--- config.mk ---
export PLATFORM = sky130hd
export DESIGN_NAME = hcsr04_nch_scheduler
export DESIGN_NICKNAME = d
export VERILOG_FILES = /design/src/rtl/hcsr04_nch_scheduler_pkg.sv /design/src/rtl/hcsr04_nch_scheduler_ms_timer.sv /design/src/rtl/hcsr04_nch_scheduler.sv
export SDC_FILE = /design/constraint.sdc
export NUM_CORES = 1
export LEC_CHECK = 0
export BUFFER_PORTS_ARGS = -buffer_cell sky130_fd_sc_hd__buf_4
export CAP_MARGIN = 20
export CORE_MARGIN = 1.5
export CORE_UTILIZATION = 40
export CTS_BUF_LIST = sky130_fd_sc_hd__clkbuf_16
export CTS_CLUSTER_DIAMETER = 150
export CTS_CLUSTER_SIZE = 14
export DETAILED_ROUTE_END_ITERATION = 10
export SLEW_MARGIN = 20
export SYNTH_ARGS = -nofsm -noshare
export SYNTH_HDL_FRONTEND = slang
export SYNTH_SLANG_ARGS = --single-unit
--- constraint.sdc ---
create_clock -name clk -period 3.5 [get_ports clk]
set_input_delay 0.175 -clock clk [delete_from_list [all_inputs] [get_ports clk]]
set_output_delay 0.175 -clock clk [all_outputs]
set_load 0.02 [all_outputs]
--- src/rtl/hcsr04_nch_scheduler_pkg.sv ---
// Shared state type and sizing helpers for the multi-channel HC-SR04 ranging scheduler.
package hcsr04_pkg;

   typedef enum logic [1:0] {
      S_SELECT,
      S_START,
      S_WAIT,
      S_GUARD
   } state_e;

   function automatic int ms_div(input int clk_hz);
      return clk_hz / 1000;
   endfunction

   function automatic int ch_w(input int num_ch);
      return (num_ch > 1) ? $clog2(num_ch) : 1;
   endfunction

endpackage

--- src/rtl/hcsr04_nch_scheduler_ms_timer.sv ---
// Clearable millisecond timer: prescaler plus 16-bit ms counter, flags the last cycle of tc_i full ms.
module hcsr04_ms_timer
   import hcsr04_pkg::*;
#(
   parameter int MS_DIV = 50_000
) (
   input  logic        clk,
   input  logic        rst_n,
   input  logic        clr_i,
   input  logic [15:0] tc_i,
   output logic        expired_o
);

   localparam int PW = (MS_DIV > 1) ? $clog2(MS_DIV) : 1;
   localparam logic [PW-1:0] PRE_LAST = PW'(MS_DIV - 1);

   logic [PW-1:0] pre_q, pre_d;
   logic [15:0]   ms_q, ms_d;
   logic          preWrap;

   assign preWrap = (pre_q == PRE_LAST);

   // A zero terminal count expires immediately, giving a one-cycle interval.
   assign expired_o = (tc_i == 16'd0) ||
                      (preWrap && (({1'b0, ms_q} + 17'd1) == {1'b0, tc_i}));

   always_comb begin
      pre_d = pre_q;
      ms_d  = ms_q;
      if (clr_i) begin
         pre_d = '0;
         ms_d  = '0;
      end else if (preWrap) begin
         pre_d = '0;
         ms_d  = ms_q + 16'd1;
      end else begin
         pre_d = pre_q + 1'b1;
      end
   end

   always_ff @(posedge clk or negedge rst_n) begin
      if (!rst_n) begin
         pre_q <= '0;
         ms_q  <= '0;
      end else begin
         pre_q <= pre_d;
         ms_q  <= ms_d;
      end
   end

endmodule

--- src/rtl/hcsr04_nch_scheduler.sv ---
// Round-robin HC-SR04 trigger scheduler with guard silence and per-measurement timeout.
// Optional per-channel timeout statistics are built when HCSR04_SCHED_STATS_EN is defined.
module hcsr04_nch_scheduler
   import hcsr04_pkg::*;
#(
   parameter int NUM_CH     = 4,
   parameter int CLK_HZ     = 50_000_000,
   parameter int GUARD_MS   = 10,
   parameter int TIMEOUT_MS = 60,
   localparam int CH_W      = ch_w(NUM_CH)
) (
   input  logic                clk,
   input  logic                rst_n,
`ifdef HCSR04_SCHED_STATS_EN
   input  logic                stats_clr,
   output logic [NUM_CH*8-1:0] timeout_cnt,
`endif
   input  logic [NUM_CH-1:0]   ch_en,
   input  logic [NUM_CH-1:0]   done,
   output logic [NUM_CH-1:0]   start,
   output logic [CH_W-1:0]     active_ch,
   output logic                busy,
   output logic                timeout_pulse,
   output logic [CH_W-1:0]     timeout_ch
);

   localparam int MS_DIV = ms_div(CLK_HZ);

   if (NUM_CH < 1 || NUM_CH > 16) begin : gBadNumCh
      $error("NUM_CH must be in 1..16");
   end
   if (TIMEOUT_MS < 1 || TIMEOUT_MS > 65535) begin : gBadTimeout
      $error("TIMEOUT_MS must be in 1..65535");
   end
   if (GUARD_MS < 0 || GUARD_MS > 65535) begin : gBadGuard
      $error("GUARD_MS must be in 0..65535");
   end
   if (CLK_HZ < 1000) begin : gBadClk
      $error("CLK_HZ must be at least 1000");
   end

   state_e            state_q;
   logic [CH_W-1:0]   ptr_q, activeCh_q, toCh_q;
   logic [NUM_CH-1:0] start_q;
   logic              busy_q, toPulse_q;

   logic [CH_W-1:0]   selCh, scanIdx;
   logic              found, doneAct, expired, timerClr;
   logic [15:0]       tcMs;

   // Search upward from the channel after the last one served.
   always_comb begin
      found   = 1'b0;
      selCh   = '0;
      scanIdx = '0;
      for (int i = 1; i <= NUM_CH; i++) begin
         scanIdx = CH_W'((int'(ptr_q) + i) % NUM_CH);
         if (!found && ch_en[scanIdx]) begin
            found = 1'b1;
            selCh = scanIdx;
         end
      end
   end

   assign doneAct  = done[activeCh_q];
   assign tcMs     = (state_q == S_WAIT) ? 16'(TIMEOUT_MS) : 16'(GUARD_MS);
   assign timerClr = !(state_q == S_WAIT || state_q == S_GUARD) || expired ||
                     (state_q == S_WAIT && doneAct);

   hcsr04_ms_timer #(.MS_DIV(MS_DIV)) uTimer (
      .clk       (clk),
      .rst_n     (rst_n),
      .clr_i     (timerClr),
      .tc_i      (tcMs),
      .expired_o (expired)
   );

   // Done takes priority over timer expiry in the same WAIT cycle.
   always_ff @(posedge clk or negedge rst_n) begin
      if (!rst_n) begin
         state_q    <= S_SELECT;
         ptr_q      <= CH_W'(NUM_CH - 1);
         activeCh_q <= '0;
         start_q    <= '0;
         busy_q     <= 1'b0;
         toPulse_q  <= 1'b0;
         toCh_q     <= '0;
      end else begin
         start_q   <= '0;
         toPulse_q <= 1'b0;
         case (state_q)
            S_SELECT: begin
               if (found) begin
                  activeCh_q <= selCh;
                  ptr_q      <= selCh;
                  start_q    <= NUM_CH'(1) << selCh;
                  busy_q     <= 1'b1;
                  state_q    <= S_START;
               end else begin
                  busy_q <= 1'b0;
               end
            end
            S_START: state_q <= S_WAIT;
            S_WAIT: begin
               if (doneAct) begin
                  state_q <= S_GUARD;
               end else if (expired) begin
                  toPulse_q <= 1'b1;
                  toCh_q    <= activeCh_q;
                  state_q   <= S_GUARD;
               end
            end
            S_GUARD: begin
               if (expired) begin
                  busy_q  <= 1'b0;
                  state_q <= S_SELECT;
               end
            end
            default: state_q <= S_SELECT;
         endcase
      end
   end

   assign start         = start_q;
   assign active_ch     = activeCh_q;
   assign busy          = busy_q;
   assign timeout_pulse = toPulse_q;
   assign timeout_ch    = toCh_q;

`ifdef HCSR04_SCHED_STATS_EN
   logic [7:0] cnt_q [NUM_CH];
   logic       toEvent;

   assign toEvent = (state_q == S_WAIT) && !doneAct && expired;

   // Clear beats a coincident increment; counters stick at 255.
   always_ff @(posedge clk or negedge rst_n) begin
      if (!rst_n) begin
         for (int k = 0; k < NUM_CH; k++) cnt_q[k] <= '0;
      end else begin
         for (int k = 0; k < NUM_CH; k++) begin
            if (stats_clr) begin
               cnt_q[k] <= '0;
            end else if (toEvent && activeCh_q == CH_W'(k) && cnt_q[k] != 8'hFF) begin
               cnt_q[k] <= cnt_q[k] + 8'd1;
            end
         end
      end
   end

   for (genvar g = 0; g < NUM_CH; g++) begin : gCnt
      assign timeout_cnt[g*8 +: 8] = cnt_q[g];
   end
`endif

endmodule

==> flow_summary.toml, run 1 <==
[timing]
drv_slew = 0
period_share_pct = 81.26
whs_ns = 0.2880
maxSlewHeadroom_pct = 61.30
finalSetupViolCount = 0
fmax_mhz = 351.6
finalCriticalPeriod_ns = 2.844
rsz0062_at_grt = "no"
hold_violations = 0
max_slew.worst_pin.slew_ns = 0.5806
finClkSkew_ns = 0.005297
tns_ns = 0

[synthesis]
syn_avg_cell_area_um2 = 9.561
synth_edf_count = 0
synthArstFlopShare_pct = 100.0
synth_seq_cells = 46
synth-seq-area-share_pct = 43.72
synth_ff_type = "dfrtp_1"
ys.warnings.count = 0
synth_area_leaders = "dfrtp_1 42%, xor2_1 6.3%, nor2_1 5.3%"
netlist_area_mm2 = 0.002639
synth_top_area_share_pct = 41.73
syn_nets = 291
yosys.area.top_type = "dfrtp_1"
synth_cell_types = 53
netlist_instances = 276

[worst_setup_path]
critPathSlowestCell = "dfrtp_1"
critPathArrivalTime_ns = 3.01
r2r_setup_slack_ns = 0.66
end_kind = "flip-flop"
cp_num_cells = 8
r2r_start = "uTimer.ms_q[0]"
crit_family = "simple AND/OR/NAND/NOR gates"
cp.required_ns = 3.67
reg2reg_to = "uTimer.ms_q[5]"
critPathMaxFanout = 10
critPathKind = "flip-flop to flip-flop"
crit_path_start = "uTimer.ms_q[0]"
path_cells = "ha_1, nand4_1, nor4_2, mux2_2, a211oi_2, and2_1, buf_4, nor3_1"
cp-endpoint = "uTimer.ms_q[5]"
cpPeakStageDelay_ns = 0.46
r2r_cells = 8
setup.worst_path.start_class = "flip-flop"
crit_buf_inv = 1

[clock_tree]
clk_path_buf_depth = 2
h-tree-depth = 2
cts_buffers = 5
path_clk_slew_ns = 0.06
root_buffer = "clkbuf_16"
cts_tree = "yes"
cts_setup_buffers = 0
cts_sinks = 46
clk_latency_ns = 0.29

[global_route]
gr-total-overflow = 0
grt_max_degree = 47
grt_first_pass_wirelength_um = 9335
grt_pass1_vias = 1915
antenna_found_initial = 0
track_usage_pct = 16.39

[power_and_ir_drop]
p_leak_nw = 1.264
ir_drop_uv = 346.5
p_per_area_mw_per_mm2 = 524.5

[route]
ant_nets = 0
drt_pre_antenna_iters = 4
vias = 2007
drt_iter0_drc = 102
drt_wl_total_um = 5334
post-route-drc-count = 0
via_per_inst = 5.424
wl_per_cell_um = 14.42

[die]
rows = 29
ios = 20
fp.dieW_um = 84.22
fp.dieArea_mm2 = 0.007093
core_area_mm2 = 0.006350
die_height_um = 84.22
start_util_pct = 41.56

[job]
maxCapViolations = 0

[layout]
stdcell_count = 370
layout.cells.most_common_list = "44 x dfrtp_1, 37 x nor2_1, 22 x buf_4"
drive_gt1_share_pct = 13.31
final_common_cell = "dfrtp_1"
antenna-diode-count = 0
fin_nets = 307
area_delta_synth_final_pct = 12.80
nFillCells = 595

[hold_path]
worstHoldPathType = "input port to flip-flop"
min_from = "ch_en[2]"

[placed_design]
gp_congestion = 0.8234
dp.cells = 361
io_buffers = 19
dp_hpwl_um = 3690

[run_status]
status = "complete, no violations"
[cell type report]
type / count / area (µm²) / share of cell area [%]
Multi-Input combinational cell: 208 / 1384 / 46.49
Sequential cell: 46 / 1154 / 38.76
Timing Repair Buffer: 23 / 175.2 / 5.885
Clock buffer: 5 / 125.1 / 4.203
Tap cell: 77 / 96.34 / 3.237
Inverter: 8 / 30.03 / 1.009
Clock inverter: 3 / 12.51 / 0.4203
[sequential cells by signal, indices dropped and copies added, names as in the netlist]
name / cells
busy: 1
active_ch: 2
uTimer.pre_q: 16
uTimer.ms_q: 16
state_q: 2
timeout_pulse: 1
start: 4
ptr_q: 2
timeout_ch: 2
[per-layer routing]
layer,part of all wire (%),GRT usage [%]
met1,51,22.71
met2,45,25.31
met3,2.4,3.048
met4,1.7,6.706
met5,0,0
[power by group]
group / leakage, nW / total [mW] / switching (mW) / internal (mW)
combinational: 0.569 / 0.451 / 0.279 / 0.172
sequential: 0.623 / 0.657 / 0.0539 / 0.603
clock: 0.0724 / 0.453 / 0.195 / 0.258
[worst min-delay path by stage]
| stage | end | slack, ns | depth (start not counted) |
|---|---|---|---|
| 6_report | start[0] | 0.29 | 4 |
| 5_1_grt | start[0] | 0.34 | 4 |
| 4_1_cts | start[0] | 0.27 | 4 |
| 3_5_place_dp | uTimer.ms_q[9] | 0.23 | 1 |
| 3_3_place_gp | uTimer.ms_q[9] | 0.22 | 1 |
| 2_1_floorplan | active_ch[0] | -0.12 | 0 |
[worst min-delay path: cells and delay by family]
family,cells,cell delay [ns]
compound gates,1,0.14
simple gates,2,0.14
buf+inv,1,0.09
[synthesized netlist by cell type, types with 5 or more instances]
master / number
dfrtp_1: 44
ha_1: 5
inv_1: 8
a21oi_1: 7
nand4_1: 10
nand2_1: 18
xor2_1: 19
o21ai_0: 5
nand3_1: 12
and3_1: 9
xnor2_1: 15
nor3_1: 19
clkbuf_1: 8
nor2_1: 37
[through the flow]
step / worst slack (ns) / area [µm²] / util [%] / power (mW)
4_1_cts: 0.6604 / 2977 / 46.88 / 1.587
3_3_place_gp: 0.7691 / 2829 / 44.55 / 1.121
3_5_place_dp: 0.6694 / 2829 / 44.55 / 1.122
2_1_floorplan: 0.9713 / 2639 / - / 0.9716
5_1_grt: 0.4713 / 2977 / 46.88 / 1.669
6_report: 0.6559 / 2977 / 46.88 / 1.561
[timing repair]
action,CTS,global route
hold endpoints to repair,44,0
gates resized for setup,0,0
hold buffers,1,0
[cells by family (layout without fill, tap and decap cells)]
| group | after synthesis | after routing | synth area share, % |
|---|---|---|---|
| adders and majority gates | 5 | 5 | 2.371 |
| AOI/OAI and AO/OA | 36 | 36 | 10.53 |
| buffers and inverters | 22 | 39 | 3.840 |
| xor gates and xnor gates | 34 | 34 | 11.29 |
| muxes | 6 | 6 | 2.892 |
| and+or+nand+nor | 127 | 127 | 25.37 |
| DFF | 46 | 46 | 43.72 |
Note: power is estimated with default switching activity, not from simulation.
==> run 2, diff against run 1 <==
==> constraint.sdc (replaced) <==
create_clock -name clk -period 2.3 [get_ports clk]
set_input_delay 0.115 -clock clk [delete_from_list [all_inputs] [get_ports clk]]
set_output_delay 0.115 -clock clk [all_outputs]
set_load 0.02 [all_outputs]
==> run 2 against run 1 <==
Wire length is 10% higher. Largest power group unchanged. First-iteration DRC count is 8.8% higher. Flip-flop and latch count unchanged. Fmax increased by 26%. Sequential share of layout area shrank 4.6 points. Final cell count is 10% higher. Sequential power up 52%. Total power is 60% higher. Clock power increased by 75%. Design area grew 14%. Clock skew up 0.0029 ns. Largest cell class unchanged.
==> flow_summary.toml, run 2 (synthesis results as in run 1) <==
[route]
via_per_inst = 5.351
drt_wl_total_um = 5876
drt_pre_antenna_iters = 4
vias = 2178
post-route-drc-count = 0
ant_nets = 0
drt_iter0_drc = 111
wl_per_cell_um = 14.44

[die]
ios = 20
rows = 29
die_height_um = 84.22
core_area_mm2 = 0.006350
fp.dieArea_mm2 = 0.007093
fp.dieW_um = 84.22
start_util_pct = 41.56

[power_and_ir_drop]
p_sw_uw = 807.4
swShare_pct = 32.38
comb_power_share_pct = 28.0
sequentialPowerShare_pct = 40.2
p_int_mw = 1.686
ir_drop_uv = 534.6
p_per_area_mw_per_mm2 = 737.5
power.share.clock_pct = 31.8
p_leak_nw = 1.516

[clock_tree]
clk_latency_ns = 0.28
clk_path_buf_depth = 2
cts_tree = "yes"
cts_buffers = 5
cts_sinks = 46
path_clk_slew_ns = 0.06
root_buffer = "clkbuf_16"
h-tree-depth = 2

[worst_setup_path]
cp.required_ns = 2.47
path_cells = "or4b_4, nor4_4, o2111ai_2, a2111oi_4, nand3_2, mux2_4"
crit_buf_inv = 0
setup.worst_path.start_class = "flip-flop"
end_kind = "flip-flop"
critPathSlowestCell = "or4b_4"
critPathMaxFanout = 3
crit_family = "simple AND/OR/NAND/NOR gates"
critPathArrivalTime_ns = 2.44
critPathKind = "flip-flop to flip-flop"
cpPeakStageDelay_ns = 0.56

[placed_design]
place_ws_ns = -0.02782
gp_congestion = 0.8342
dp_hpwl_um = 4059
io_buffers = 19

[timing]
finClkSkew_ns = 0.008159
finalSetupViolCount = 0
tns_ns = 0
setup_ws_ns = 0.03489
hold_violations = 0
drv_slew = 0
finalCriticalPeriod_ns = 2.265
maxSlewHeadroom_pct = 60.90
max_slew.worst_pin.slew_ns = 0.5865
rsz0062_at_grt = "yes"
fmax_mhz = 441.5
period_share_pct = 98.48

[layout]
nFillCells = 553
fin_nets = 344
area_delta_synth_final_pct = 28.12
antenna-diode-count = 0
layout.cells.most_common_list = "58 x buf_4, 44 x dfrtp_1, 36 x nor2_1"
final_common_cell = "buf_4"
drive_gt1_share_pct = 27.27

[global_route]
grt_pass1_vias = 2207
use_met3_pct = 2.852
gr-total-overflow = 0
use_met2_pct = 29.16
use_met1_pct = 22.65
grt_most_used_layer = "met2"
track_usage_pct = 17.49
grt_first_pass_wirelength_um = 10080
antenna_found_initial = 0
grt_max_degree = 47

[hold_path]
worstHoldPathType = "input port to flip-flop"

[run_status]
status = "complete, no violations"

[job]
maxCapViolations = 0
-- run 2: power groups by stage --
stage          sequential [mW]  clock [mW]  combinational [mW]
2_1_floorplan             1.05           0               0.430
3_3_place_gp              1.01           0               0.687
3_5_place_dp              1.01           0               0.699
4_1_cts                   1.00       0.826               0.708
5_1_grt                   1.01       0.855               0.787
6_report                  1.00       0.793               0.697
-- run 2: per-layer routing --
metal	up-vias	wire (µm)
met4	0	114
met5	-	0
met2	28	2846
met3	10	115
li1	1081	-
met1	1059	2800
-- run 2: through the flow --
stage | std cells | total power, mW | cell area, µm² | utilization, % | hold WS [ns]
6_report | 407 | 2.493 | 3381 | 53.24 | 0.2390
5_1_grt | 407 | 2.656 | 3381 | 53.24 | 0.2862
4_1_cts | 406 | 2.535 | 3309 | 52.12 | 0.2252
3_5_place_dp | 393 | 1.714 | 3069 | 48.34 | 0.1594
3_3_place_gp | 393 | 1.700 | 3069 | 48.34 | 0.1607
2_1_floorplan | 276 | 1.479 | 2649 | - | -0.1806
-- run 2: cell type report --
class / count / area (µm²) / share of cell area [%]
repair buffers: 60 / 456.7 / 13.51
inverters: 8 / 30.03 / 0.8882
clock buffers: 5 / 125.1 / 3.701
multi-input cells: 208 / 1481 / 43.82
flip-flops and latches: 46 / 1154 / 34.12
clock inverters: 3 / 37.54 / 1.110
well taps: 77 / 96.34 / 2.850
-- run 2: final timing paths --
path,startpoint,endpoint,slack [ns],depth (start not counted)
max reg2reg,uTimer.pre_q[11],timeout_ch[1],0.03,6
min reg2reg,uTimer.pre_q[0],uTimer.pre_q[0],0.45,1
min,ch_en[2],start[0],0.24,4
max in group asynchronous,rst_n,uTimer.pre_q[14],1.52,2
max,uTimer.pre_q[11],timeout_ch[1],0.03,6
min in group asynchronous,rst_n,uTimer.ms_q[8],0.38,2
-- run 2: worst min-delay path, delay by kind of cell --
kind	cells	cell delay (ns)
AND/OR/NAND/NOR	2	0.14
AO/OA/AOI/OAI	1	0.15
buffers and inverters	1	0.09
-- run 2: timing repair --
action	CTS	global route
pin swaps	4	8
setup endpoints to repair	2	21
buffers inserted	4	1
hold buffers	1	0
gates resized for setup	8	12
hold endpoints to repair	44	0
==> run 3, diff against run 2 <==
==> constraint.sdc (replaced) <==
create_clock -name clk -period 2.3 [get_ports clk]
set_input_delay 0.115 -clock clk [delete_from_list [all_inputs] [get_ports clk]]
set_output_delay 0.115 -clock clk [all_outputs]
set_load 0.1 [all_outputs]
==> run 3 against run 2 <==
The run now ends with negative setup slack left. Highest routed layer unchanged. Clock power up 16%. Largest cell class unchanged. Clock-buffer cell count unchanged. Register-to-register slack got worse by 0.15 ns. Wire length increased by 1.6%. Via count increased by 0.73%. Core utilization up 0.16 points. Sequential power barely moved. Worst hold slack got worse by 0.0063 ns. Fmax shrank 6.2%.
==> flow_summary.toml, run 3 (synthesis results as in run 1) <==
[power_and_ir_drop]
p_per_area_mw_per_mm2 = 859.2
ir_drop_uv = 687.8
sequentialPowerShare_pct = 34.8
comb_power_share_pct = 33.8
p_int_mw = 1.813
p_leak_nw = 1.511
swShare_pct = 37.77
power.share.clock_pct = 31.4
p_sw_mw = 1.101
power_mw = 2.914

[route]
vias = 2194
drt_pre_antenna_iters = 4
wl_per_cell_um = 14.70
post-route-drc-count = 0
ant_nets = 0
via_per_inst = 5.404
drt_wl_total_um = 5969
drt_iter0_drc = 112

[timing]
setup_ws_ns = -0.1152
rsz0062_at_grt = "yes"
maxSlewHeadroom_pct = 61.57
finClkSkew_ns = 0.005118
max_slew.worst_pin.slew_ns = 0.5765
drv_slew = 0
hold_violations = 0
fmax_mhz = 414.1
period_share_pct = 105.0
finalCriticalPeriod_ns = 2.415
finalSetupViolCount = 20

[die]
rows = 29
core_area_mm2 = 0.006350
die_height_um = 84.22
fp.dieW_um = 84.22
fp.dieArea_mm2 = 0.007093
ios = 20
start_util_pct = 41.56

[hold_path]
worstHoldPathType = "input port to flip-flop"
min_from = "ch_en[2]"

[worst_setup_path]
end_kind = "flip-flop"
critPathSlowestCell = "dfrtp_1"
cp.required_ns = 2.48
cpPeakStageDelay_ns = 0.43
crit_path_start = "uTimer.ms_q[1]"
r2r_start = "uTimer.ms_q[1]"
path_cells = "ha_4, nand4_1, nor4_4, mux2_4, a211oi_4, buf_4, a211oi_2, a311oi_1"
setup.worst_path.start_class = "flip-flop"
critPathKind = "flip-flop to flip-flop"
critPathArrivalTime_ns = 2.60
critPathMaxFanout = 5

[placed_design]
dp.cells = 394
dp_hpwl_um = 4204
io_buffers = 19
gp_congestion = 0.8853

[global_route]
grt_max_degree = 47
gr-total-overflow = 0
grt_first_pass_wirelength_um = 10210
antenna_found_initial = 0
track_usage_pct = 17.62
grt_pass1_vias = 2206

[clock_tree]
cts_sinks = 46
cts_buffers = 5
path_clk_slew_ns = 0.06
clk_path_buf_depth = 2
root_buffer = "clkbuf_16"
cts_tree = "yes"
clk_latency_ns = 0.28
h-tree-depth = 2

[layout]
final_common_cell = "buf_4"
seq_area_mm2 = 0.001159
layout.cells.most_common_list = "56 x buf_4, 42 x dfrtp_1, 36 x nor2_1"
multi_input_area_mm2 = 0.001464
area_delta_synth_final_pct = 28.50
nFillCells = 556
fin_nets = 343
antenna-diode-count = 0
drive_gt1_share_pct = 26.75
stdcell_count = 406

[run_status]
violations = "negative setup slack"
status = "finished, violations left"

[job]
maxCapViolations = 0
==> run 3: changes by cell type in the layout (fill, tap and decap cells not counted), moves of 2 or more <==
| cell | before | now |
|---|---|---|
| buf_4 | 58 | 56 |
| dfrtp_1 | 44 | 42 |
| inv_1 | 10 | 8 |
| mux2_1 | 0 | 2 |
| mux2_4 | 3 | 1 |
| nor3_1 | 17 | 15 |
| nor3_2 | 1 | 3 |
==> run 3: path summary, 6_finish.rpt <==
check                      cells past startpoint  slack, ns               to
min reg2reg                                    1       0.46  uTimer.pre_q[0]
max reg2reg                                    8      -0.12       state_q[0]
max                                            8      -0.12       state_q[0]
min                                            4       0.23         start[0]
min in group asynchronous                      2       0.38   uTimer.ms_q[4]
max in group asynchronous                      2       1.48     active_ch[0]
==> run 3: cell type report <==
| cell class | instances | area share (%) |
|---|---|---|
| clock buffers | 5 | 3.690 |
| clock inverters | 3 | 1.882 |
| inverters | 8 | 0.8856 |
| multi-input cells | 208 | 43.17 |
| flip-flops and latches | 46 | 34.17 |
| well taps | 77 | 2.841 |
| repair buffers | 59 | 13.36 |
==> run 3: stage by stage <==
| stage | util [%] | worst slack [ns] | hold WS, ns | area (µm²) | setup TNS (ns) |
|---|---|---|---|---|---|
| 2_1_floorplan | - | 0.003221 | -0.1806 | 2656 | 0 |
| 3_5_place_dp | 48.57 | -0.002174 | 0.1674 | 3084 | -0.002174 |
| 5_1_grt | 53.40 | -0.2059 | 0.2923 | 3391 | -3.182 |
| 6_report | 53.40 | -0.1152 | 0.2327 | 3391 | -1.191 |
| 4_1_cts | 51.74 | 0.009425 | 0.2162 | 3286 | 0 |
| 3_3_place_gp | 48.57 | 0.05838 | 0.1632 | 3084 | 0 |
==> run 3: power groups by stage <==
stage	clock network (mW)	logic, mW	registers (mW)
after global routing	0.976	1.07	1.02
after floorplan	0	0.435	1.31
after CTS	0.940	0.979	1.01
final	0.916	0.985	1.01
after global placement	0	0.964	1.02
after detailed placement	0	0.978	1.02
==> run 3: what timing repair did <==
item,CTS,global route
endpoints found under the hold margin,44,0
hold buffers,1,0
resized for setup,1,15
setup endpoints to repair,2,20
pin swaps,0,6
buffers inserted,0,3
==> run 3: critical path: cells and delay by family, from the launching register on <==
kind / cells / cell delay [ns]
muxes: 1 / 0.36
adders and majority gates: 1 / 0.18
buffers and inverters: 1 / 0.17
DFF: 1 / 0.43
AOI/OAI and AO/OA: 3 / 0.58
and+or+nand+nor: 2 / 0.61
==> run 3: layer usage <==
layer	wire [µm]	part of all wire [%]	up-vias	track usage, %
li1	-	-	1083	-
met1	2740	46	1060	24.13
met2	2921	49	43	29.02
met3	219	3.7	8	3.048
met4	88	1.5	0	4.620
met5	0	0	-	0
